===== config.mk =====
export PLATFORM = sky130hd
export DESIGN_NAME = pipeline_stage_register_flat
export DESIGN_NICKNAME = d
export VERILOG_FILES = /design/src/rtl/pipe_stage_pkg.sv /design/src/rtl/pipeline_stage_register_if.sv /design/src/rtl/pipe_stage_slot.sv /design/src/rtl/pipeline_stage_register.sv /design/src/flat_wrapper.sv
export SDC_FILE = /design/constraint.sdc
export NUM_CORES = 1
export LEC_CHECK = 0
export CORE_MARGIN = 10
export CORE_UTILIZATION = 39
export CTS_CLUSTER_SIZE = 10
export DETAILED_ROUTE_END_ITERATION = 6
export GPL_TIMING_DRIVEN = 0
export PLACE_DENSITY_LB_ADDON = 0.25
export SYNTH_ARGS = -nofsm -noshare
export SYNTH_HDL_FRONTEND = slang
export SYNTH_SLANG_ARGS = --single-unit

===== constraint.sdc =====
create_clock -name CLK -period 1.9 [get_ports CLK]
set_input_delay 0.38 -clock CLK [delete_from_list [all_inputs] [get_ports CLK]]
set_output_delay 0.38 -clock CLK [all_outputs]
set_load 0.02 [all_outputs]

===== src/rtl/pipe_stage_pkg.sv =====
// Shared widths and ID/EX control field layout for the generic pipeline stage register.
// The skid option is selected with the PIPE_STAGE_SKID_EN macro; this package does not depend on it.
package pipe_stage_pkg;

  localparam int CTRL_WIDTH_DEF = 8;
  localparam int DATA_WIDTH_DEF = 96;

  localparam int IF_ID_CTRL_W  = 1;
  localparam int IF_ID_DATA_W  = 64;
  localparam int ID_EX_CTRL_W  = 8;
  localparam int ID_EX_DATA_W  = 96;
  localparam int EX_MEM_CTRL_W = 4;
  localparam int EX_MEM_DATA_W = 69;
  localparam int MEM_WB_CTRL_W = 2;
  localparam int MEM_WB_DATA_W = 69;

  // ID/EX control vector bit positions
  localparam int ID_EX_REG_WRITE  = 0;
  localparam int ID_EX_MEM_TO_REG = 1;
  localparam int ID_EX_MEM_WRITE  = 2;
  localparam int ID_EX_ALU_CTRL_L = 3;
  localparam int ID_EX_ALU_CTRL_W = 3;
  localparam int ID_EX_ALU_SRC    = 6;
  localparam int ID_EX_REG_DST    = 7;

  typedef struct packed {
    logic       reg_dst;
    logic       alu_src;
    logic [2:0] alu_ctrl;
    logic       mem_write;
    logic       mem_to_reg;
    logic       reg_write;
  } id_ex_ctrl_t;

  function automatic logic [ID_EX_CTRL_W-1:0] pack_id_ex_ctrl(input id_ex_ctrl_t c);
    logic [ID_EX_CTRL_W-1:0] v;
    v = '0;
    v[ID_EX_REG_WRITE]  = c.reg_write;
    v[ID_EX_MEM_TO_REG] = c.mem_to_reg;
    v[ID_EX_MEM_WRITE]  = c.mem_write;
    v[ID_EX_ALU_CTRL_L +: ID_EX_ALU_CTRL_W] = c.alu_ctrl;
    v[ID_EX_ALU_SRC]    = c.alu_src;
    v[ID_EX_REG_DST]    = c.reg_dst;
    return v;
  endfunction

endpackage


===== src/rtl/pipeline_stage_register_if.sv =====
// Valid/ready handshake bundle for one pipeline stage boundary (upstream in_*, downstream out_*).
// slave is the stage register's view; master is the surrounding pipeline's view.
interface pipeline_stage_register_if #(
  parameter int CTRL_WIDTH = 8,
  parameter int DATA_WIDTH = 96
);
  logic                  in_valid;
  logic                  in_ready;
  logic [CTRL_WIDTH-1:0] in_ctrl;
  logic [DATA_WIDTH-1:0] in_data;
  logic                  out_valid;
  logic                  out_ready;
  logic [CTRL_WIDTH-1:0] out_ctrl;
  logic [DATA_WIDTH-1:0] out_data;

  modport slave (
    input  in_valid, in_ctrl, in_data, out_ready,
    output in_ready, out_valid, out_ctrl, out_data
  );

  modport master (
    output in_valid, in_ctrl, in_data, out_ready,
    input  in_ready, out_valid, out_ctrl, out_data
  );
endinterface


===== src/rtl/pipe_stage_slot.sv =====
// One valid+ctrl+data holding slot. Priority: clr > load > drain.
// clr and drain zero valid and ctrl but keep data, so a bubble carries no stale control.
module pipe_stage_slot #(
  parameter int CW = 8,
  parameter int DW = 96
) (
  input  logic          clk,
  input  logic          rst_n,
  input  logic          load,
  input  logic          drain,
  input  logic          clr,
  input  logic [CW-1:0] ld_ctrl,
  input  logic [DW-1:0] ld_data,
  output logic          valid,
  output logic [CW-1:0] ctrl,
  output logic [DW-1:0] data
);

  logic          valid_d, valid_q;
  logic [CW-1:0] ctrl_d, ctrl_q;
  logic [DW-1:0] data_d, data_q;

  always_comb begin
    valid_d = valid_q;
    ctrl_d  = ctrl_q;
    data_d  = data_q;
    if (clr) begin
      valid_d = 1'b0;
      ctrl_d  = '0;
    end else if (load) begin
      valid_d = 1'b1;
      ctrl_d  = ld_ctrl;
      data_d  = ld_data;
    end else if (drain) begin
      valid_d = 1'b0;
      ctrl_d  = '0;
    end
  end

  always_ff @(posedge clk or negedge rst_n) begin
    if (!rst_n) begin
      valid_q <= 1'b0;
      ctrl_q  <= '0;
      data_q  <= '0;
    end else begin
      valid_q <= valid_d;
      ctrl_q  <= ctrl_d;
      data_q  <= data_d;
    end
  end

  assign valid = valid_q;
  assign ctrl  = ctrl_q;
  assign data  = data_q;

endmodule


===== src/rtl/pipeline_stage_register.sv =====
// Generic inter-stage register with valid/ready back-pressure and synchronous flush (CLR).
// Define PIPE_STAGE_SKID_EN to add a skid slot so in_ready comes from a flop instead of out_ready.
module pipeline_stage_register
  import pipe_stage_pkg::*;
#(
  parameter int CTRL_WIDTH = CTRL_WIDTH_DEF,
  parameter int DATA_WIDTH = DATA_WIDTH_DEF
) (
  input  logic CLK,
  input  logic RST,
  input  logic CLR,
  pipeline_stage_register_if.slave bus
);

  logic                  in_ready;
  logic                  accept;
  logic                  emit;
  logic                  load_m;
  logic                  drain_m;
  logic                  valid_m;
  logic [CTRL_WIDTH-1:0] ctrl_m;
  logic [DATA_WIDTH-1:0] data_m;
  logic [CTRL_WIDTH-1:0] ld_ctrl_m;
  logic [DATA_WIDTH-1:0] ld_data_m;

`ifdef PIPE_STAGE_SKID_EN
  logic                  valid_s;
  logic [CTRL_WIDTH-1:0] ctrl_s;
  logic [DATA_WIDTH-1:0] data_s;
  logic                  load_s;
  logic                  drain_s;

  assign in_ready = CLR | ~valid_s;

  always_comb begin
    accept  = bus.in_valid & in_ready & ~CLR;
    emit    = valid_m & bus.out_ready;
    // skid refill and a fresh accept into main are mutually exclusive: valid_s holds in_ready low
    load_m  = (valid_s & emit) | (accept & (~valid_m | bus.out_ready));
    drain_m = emit & ~load_m;
    load_s  = accept & valid_m & ~bus.out_ready;
    drain_s = valid_s & emit;
    ld_ctrl_m = valid_s ? ctrl_s : bus.in_ctrl;
    ld_data_m = valid_s ? data_s : bus.in_data;
  end

  pipe_stage_slot #(.CW(CTRL_WIDTH), .DW(DATA_WIDTH)) u_slot_s (
    .clk     (CLK),
    .rst_n   (RST),
    .load    (load_s),
    .drain   (drain_s),
    .clr     (CLR),
    .ld_ctrl (bus.in_ctrl),
    .ld_data (bus.in_data),
    .valid   (valid_s),
    .ctrl    (ctrl_s),
    .data    (data_s)
  );
`else
  assign in_ready = CLR | ~valid_m | bus.out_ready;

  always_comb begin
    accept    = bus.in_valid & in_ready & ~CLR;
    emit      = valid_m & bus.out_ready;
    load_m    = accept;
    drain_m   = emit & ~accept;
    ld_ctrl_m = bus.in_ctrl;
    ld_data_m = bus.in_data;
  end
`endif

  pipe_stage_slot #(.CW(CTRL_WIDTH), .DW(DATA_WIDTH)) u_slot_m (
    .clk     (CLK),
    .rst_n   (RST),
    .load    (load_m),
    .drain   (drain_m),
    .clr     (CLR),
    .ld_ctrl (ld_ctrl_m),
    .ld_data (ld_data_m),
    .valid   (valid_m),
    .ctrl    (ctrl_m),
    .data    (data_m)
  );

  assign bus.in_ready  = in_ready;
  assign bus.out_valid = valid_m;
  assign bus.out_ctrl  = ctrl_m;
  assign bus.out_data  = data_m;

endmodule


===== src/flat_wrapper.sv =====
// flat-port wrapper written by rule: the top's interface ports become plain ports
module pipeline_stage_register_flat import pipe_stage_pkg::*;
#(
  parameter int CTRL_WIDTH = CTRL_WIDTH_DEF,
  parameter int DATA_WIDTH = DATA_WIDTH_DEF
)
  (CLK, RST, CLR, bus_in_valid, bus_in_ctrl, bus_in_data, bus_out_ready, bus_in_ready, bus_out_valid, bus_out_ctrl, bus_out_data);
  pipeline_stage_register_if #(.CTRL_WIDTH(CTRL_WIDTH), .DATA_WIDTH(DATA_WIDTH)) bus_i ();
  input  logic CLK;
  input  logic RST;
  input  logic CLR;
  input wire logic [$bits(bus_i.in_valid)-1:0] bus_in_valid;
  input wire logic [$bits(bus_i.in_ctrl)-1:0] bus_in_ctrl;
  input wire logic [$bits(bus_i.in_data)-1:0] bus_in_data;
  input wire logic [$bits(bus_i.out_ready)-1:0] bus_out_ready;
  output wire logic [$bits(bus_i.in_ready)-1:0] bus_in_ready;
  output wire logic [$bits(bus_i.out_valid)-1:0] bus_out_valid;
  output wire logic [$bits(bus_i.out_ctrl)-1:0] bus_out_ctrl;
  output wire logic [$bits(bus_i.out_data)-1:0] bus_out_data;
  assign bus_i.in_valid = bus_in_valid;
  assign bus_i.in_ctrl = bus_in_ctrl;
  assign bus_i.in_data = bus_in_data;
  assign bus_i.out_ready = bus_out_ready;
  assign bus_in_ready = bus_i.in_ready;
  assign bus_out_valid = bus_i.out_valid;
  assign bus_out_ctrl = bus_i.out_ctrl;
  assign bus_out_data = bus_i.out_data;
  pipeline_stage_register #(.CTRL_WIDTH(CTRL_WIDTH), .DATA_WIDTH(DATA_WIDTH)) u_core (.CLK(CLK), .RST(RST), .CLR(CLR), .bus(bus_i));
endmodule

**Yosys cells after proc, flatten, opt, wreduce, memory -nomap -nowiden**

Index checks and enable logic that the tools add are counted.

- Bitwise gates (word level): 9
- Muxes and demuxes: 6
- Reductions and logical operators: 2

Operators by type and width:

| operator | number |
|---|---|
| 2-to-1 mux 8 bit | 3 |
| bitwise AND 1 bit | 4 |
| 2-to-1 mux 1 bit | 3 |
| inverter 1 bit | 3 |
| nonzero test 3 bit | 1 |
| OR 1 bit | 2 |
| AND reduction 2 bit | 1 |

- Output and inout bits: 106
- Register bits: 105
- Logic and storage cells: 20

**Logic depth before layout (Yosys ltp)**

- Word-level depth: 10
- Depth in mapped cells: 5
- Mapped depth without buffers: 3

**Cells and area by module**

From an unflattened synthesis, not the netlist that was laid out.

- Cells, all modules: 248
- Area total of the unflattened synthesis: 4122.7 um^2

Modules (own cells, without submodules):

| module | instances | sequential area each (um^2) | area an instance (um^2) | cells an instance |
|---|---|---|---|---|
| pipe_stage_slot | 1 | 2627.5 | 4086.4 | 243 |
| pipeline_stage_register | 1 | 0.0 | 36.3 | 5 |

**Worst setup path after synthesis**

OpenSTA, ideal clock, no wires.

- Path kind: register to register
- Start: reg u_core.u_slot_m.valid_q, in the netlist u_core.u_slot_m.valid
- End: reg u_core.u_slot_m.data_q[48], in the netlist u_core.u_slot_m.data[48]
- Arrival time: 1.560 ns
- Required time: 1.773 ns
- Setup time: 0.127 ns
- Cell stages (with the launch flop): 6
- Period minus slack after synthesis: 1.688 ns
- Setup slack: 0.212 ns
- Path through: dfrtp_1 > nor2b_2 > nor3b_4 > buf_4 > buf_6 > mux2_1

- Word-level cells in the longest chain between the ends: 6

RTL lines:

| item | RTL line | source |
|---|---|---|
| start, declared | pipe_stage_slot.sv:19 | `logic valid_d, valid_q;` |
| start signal, assigned | pipe_stage_slot.sv:46 | `valid_q <= valid_d;` |
| inverter 1 bit | pipeline_stage_register.sv:60 | `assign in_ready = CLR \| ~valid_m \| bus.out_ready;` |
| OR 1 bit (2 in series) | pipeline_stage_register.sv:60 |  |
| bitwise AND 1 bit (2 in series) | pipeline_stage_register.sv:63 | `accept = bus.in_valid & in_ready & ~CLR;` |
| AND reduction 2 bit (no line) | - |  |
| end signal, assigned | pipe_stage_slot.sv:48 | `data_q <= data_d;` |
| end, declared | pipe_stage_slot.sv:21 | `logic [DW-1:0] data_d, data_q;` |

No other way between the ends.
A chain may end at the register's enable or synchronous reset.

**Worst setup path after layout**

- Start: in bus_out_ready
- End: out bus_in_ready

- Word-level cells in the longest chain between the ends: 1

RTL lines:

| item | RTL line | source |
|---|---|---|
| start, declared | flat_wrapper.sv:15 | `input wire logic [$bits(bus_i.out_ready)-1:0] bus_out_ready;` |
| OR 1 bit | pipeline_stage_register.sv:60 |  |
| end, declared | flat_wrapper.sv:16 | `output wire logic [$bits(bus_i.in_ready)-1:0] bus_in_ready;` |

No other way between the ends.

==> out/metrics.yaml <==
layout:
  syn_to_final_growth_pct: 65.2
  fill_cells: 761
  drive_gt1_share_pct: 18.6
  final_net_count: 574
  diodes: 0
  fin_cells: 600
  postLayoutCellArea_sq_mm: 0.00653
  final_core_util_pct: 66.5
  layout_commonest_cell: "clkdlybuf4s50_1"
  layout_common_cells: "211 x clkdlybuf4s50_1, 105 x dfrtp_1, 56 x mux2_2, 40 x mux2_1, 10 x nor2_1"
synth:
  synth_xor_area_share_pct: 0
  seq_area_frac_synth_pct: 66.4
  synth_top_family_by_area: "multiplexers"
  synthTopCellsByArea: "dfrtp_1 66%, mux2_2 16%, mux2_1 11%, a32oi_1 1.8%, buf_6 1.1%"
  synthMuxAreaShare_pct: 27.6
  synthSimpleGateAreaFrac_pct: 1.96
  syn_area_sq_mm: 0.00396
  ys_ff_latch: 105
  synthCells: 237
  yosys.area.top_type: "dfrtp_1"
  syn_area_per_cell_sq_um: 16.7
  synth_fa_ha_area_share_pct: 0
  ys_warn_count: 0
  ys_types: 14
  synth_nets: 346
  synth_compound_area_share_pct: 1.77
  synth.top_cell.area_share_pct: 66.4
power:
  peakVddDrop_mv: 0.561
  leakagePower_nw: 2.70
  power_density_mw_per_mm2: 961
  finalPower_mw: 6.28
placed_design:
  place_ws_ps: -515
  place_area_sq_mm: 0.00629
  io_buffers: 214
  dp_hpwl_mm: 9.17
  globalplace.congestion: 0.731
  dpl.cell_count: 585
timing:
  fin_setup_tns_ps: 0
  setup_viol: 0
  maxClockFrequency_mhz: 561
  rsz0062_at_grt: "false"
  hold_viol: 0
  skew_ps: 13.6
  period_share_pct: 93.8
  relSlewSlack_pct: 53.5
  finalMaxSlewViolations: 0
  period_minus_slack_ps: 1780
  hold-worst-slack_ps: 52.7
  setup_ws_ps: 118
  tightest_slew_ps: 677
routing:
  wire_per_inst_um: 18.9
  vias: 2814
  drtIter0Drc: 41
  drc_errors: 0
  vias_per_cell: 4.69
  first_pass_iters: 3
  wl_mm: 11.4
  ant_nets: 0
global_routing:
  antenna_found_initial: 0
  grt_pass1_vias: 3171
  overflow: 0
  grt_pass1_wl_mm: 17.4
  grt_use_total_pct: 15.2
  grt_max_degree: 54
critical_path:
  cp_max_fo: 3
  crit_start: "bus_out_ready"
  critPathCapture: "bus_in_ready"
  worstPathArrival_ps: 1400
  endpoint_kind: "primary output"
  r2r_cells: 5
  r2r_slack_ps: 150
  r2r-start: "u_core.u_slot_m.valid"
  cp-start-kind: "primary input"
  reg2reg_to: "u_core.u_slot_m.data[26]"
  worstSetupPathType: "in -> out"
  cp.required_ps: 1520
clock_tree:
  tritoncts: "done"
  root_buffer: "clkbuf_8"
  ctsHoldBuffers: 0
  h-tree-depth: 3
  clock_latency_ps: 350
  clock_sinks: 105
  cts.path.max_buffers: 2
  clk_pin_slew_ps: 90
  cts_inserted_buffers: 9
floorplanning:
  num_rows: 36
  core_area_sq_mm: 0.00982
  die_area_sq_mm: 0.0146
  dieHeight_um: 121
  initial_core_util_pct: 40.3
  die_w_um: 121
  ioPinCount: 215
hold_path:
  hold_class: "in -> async"
run:
  maxCapViolCount: 0
run_status:
  outcome: "finished, final reports clean"
area by class of cell:
class / instances / area (sq um) / area share (%)
multi-input combinational: 119 / 1240 / 19.0
clock buffer: 9 / 124 / 1.90
sequential: 105 / 2630 / 40.2
buffer: 13 / 96.3 / 1.47
timing repair buffer: 217 / 2190 / 33.5
tap: 133 / 166 / 2.55
clock inverter: 4 / 95.1 / 1.46
sequential cells by signal, indices dropped and copies added, names as in the netlist:
register and cells:
u_core.u_slot_m.valid 1, u_core.u_slot_m.ctrl 8, u_core.u_slot_m.data 96
layer usage:
| metal | vias up | routed length, um | global-route usage [%] |
|---|---|---|---|
| met3 | 14 | 1360 | 8.24 |
| li1 | 1290 | - | - |
| met1 | 1367 | 4570 | 16.9 |
| met4 | 0 | 181 | 5.13 |
| met5 | - | 0 | 0 |
| met2 | 143 | 5250 | 24.5 |
kinds of logic after synthesis:
group / Yosys count
compound gates: 8
flops: 105
simple gates: 14
buf+inv: 13
mux: 97
synth_stat cells:
library cell and number:
buf_2 5, nor2_1 10, mux2_1 40, a32oi_1 8, mux2i_1 1, nor2b_2 1, buf_1 1, buf_4 1
mux2_2 56, nand2b_1 2, buf_6 4, clkbuf_1 2, nor3b_4 1, dfrtp_1 105
power breakdown:
part	leakage, nW	internal [mW]	switching (mW)
clock network	0.111	0.852	0.699
logic	1.34	1.08	0.885
registers	1.25	2.59	0.173
worst min-delay path by stage:
stage / depth (start not counted) / endpoint / slack, ps / from
floorplan: 0 / u_core.u_slot_m.ctrl[0] / 80 / RST
global placement: 1 / u_core.u_slot_m.data[68] / 470 / u_core.u_slot_m.data[68]
detailed placement: 1 / u_core.u_slot_m.data[62] / 460 / RST
CTS: 1 / u_core.u_slot_m.data[62] / 70 / RST
global route: 1 / u_core.u_slot_m.data[62] / 90 / RST
finish: 1 / u_core.u_slot_m.data[62] / 50 / RST
worst max-delay path: stages:
cell             delay [ps]
clkdlybuf4s50_1         450
nor2b_2                 220
nand2b_1                 80
clkdlybuf4s15_2         270
what timing repair did:
item                                    4_1_cts  5_1_grt
pin swaps                                     1        0
endpoints found under the hold margin         0        0
buffers inserted                              2        0
endpoints found under the setup margin        9        1
resized for setup                             5        3
No activity file was read; power rests on OpenSTA's default activity.
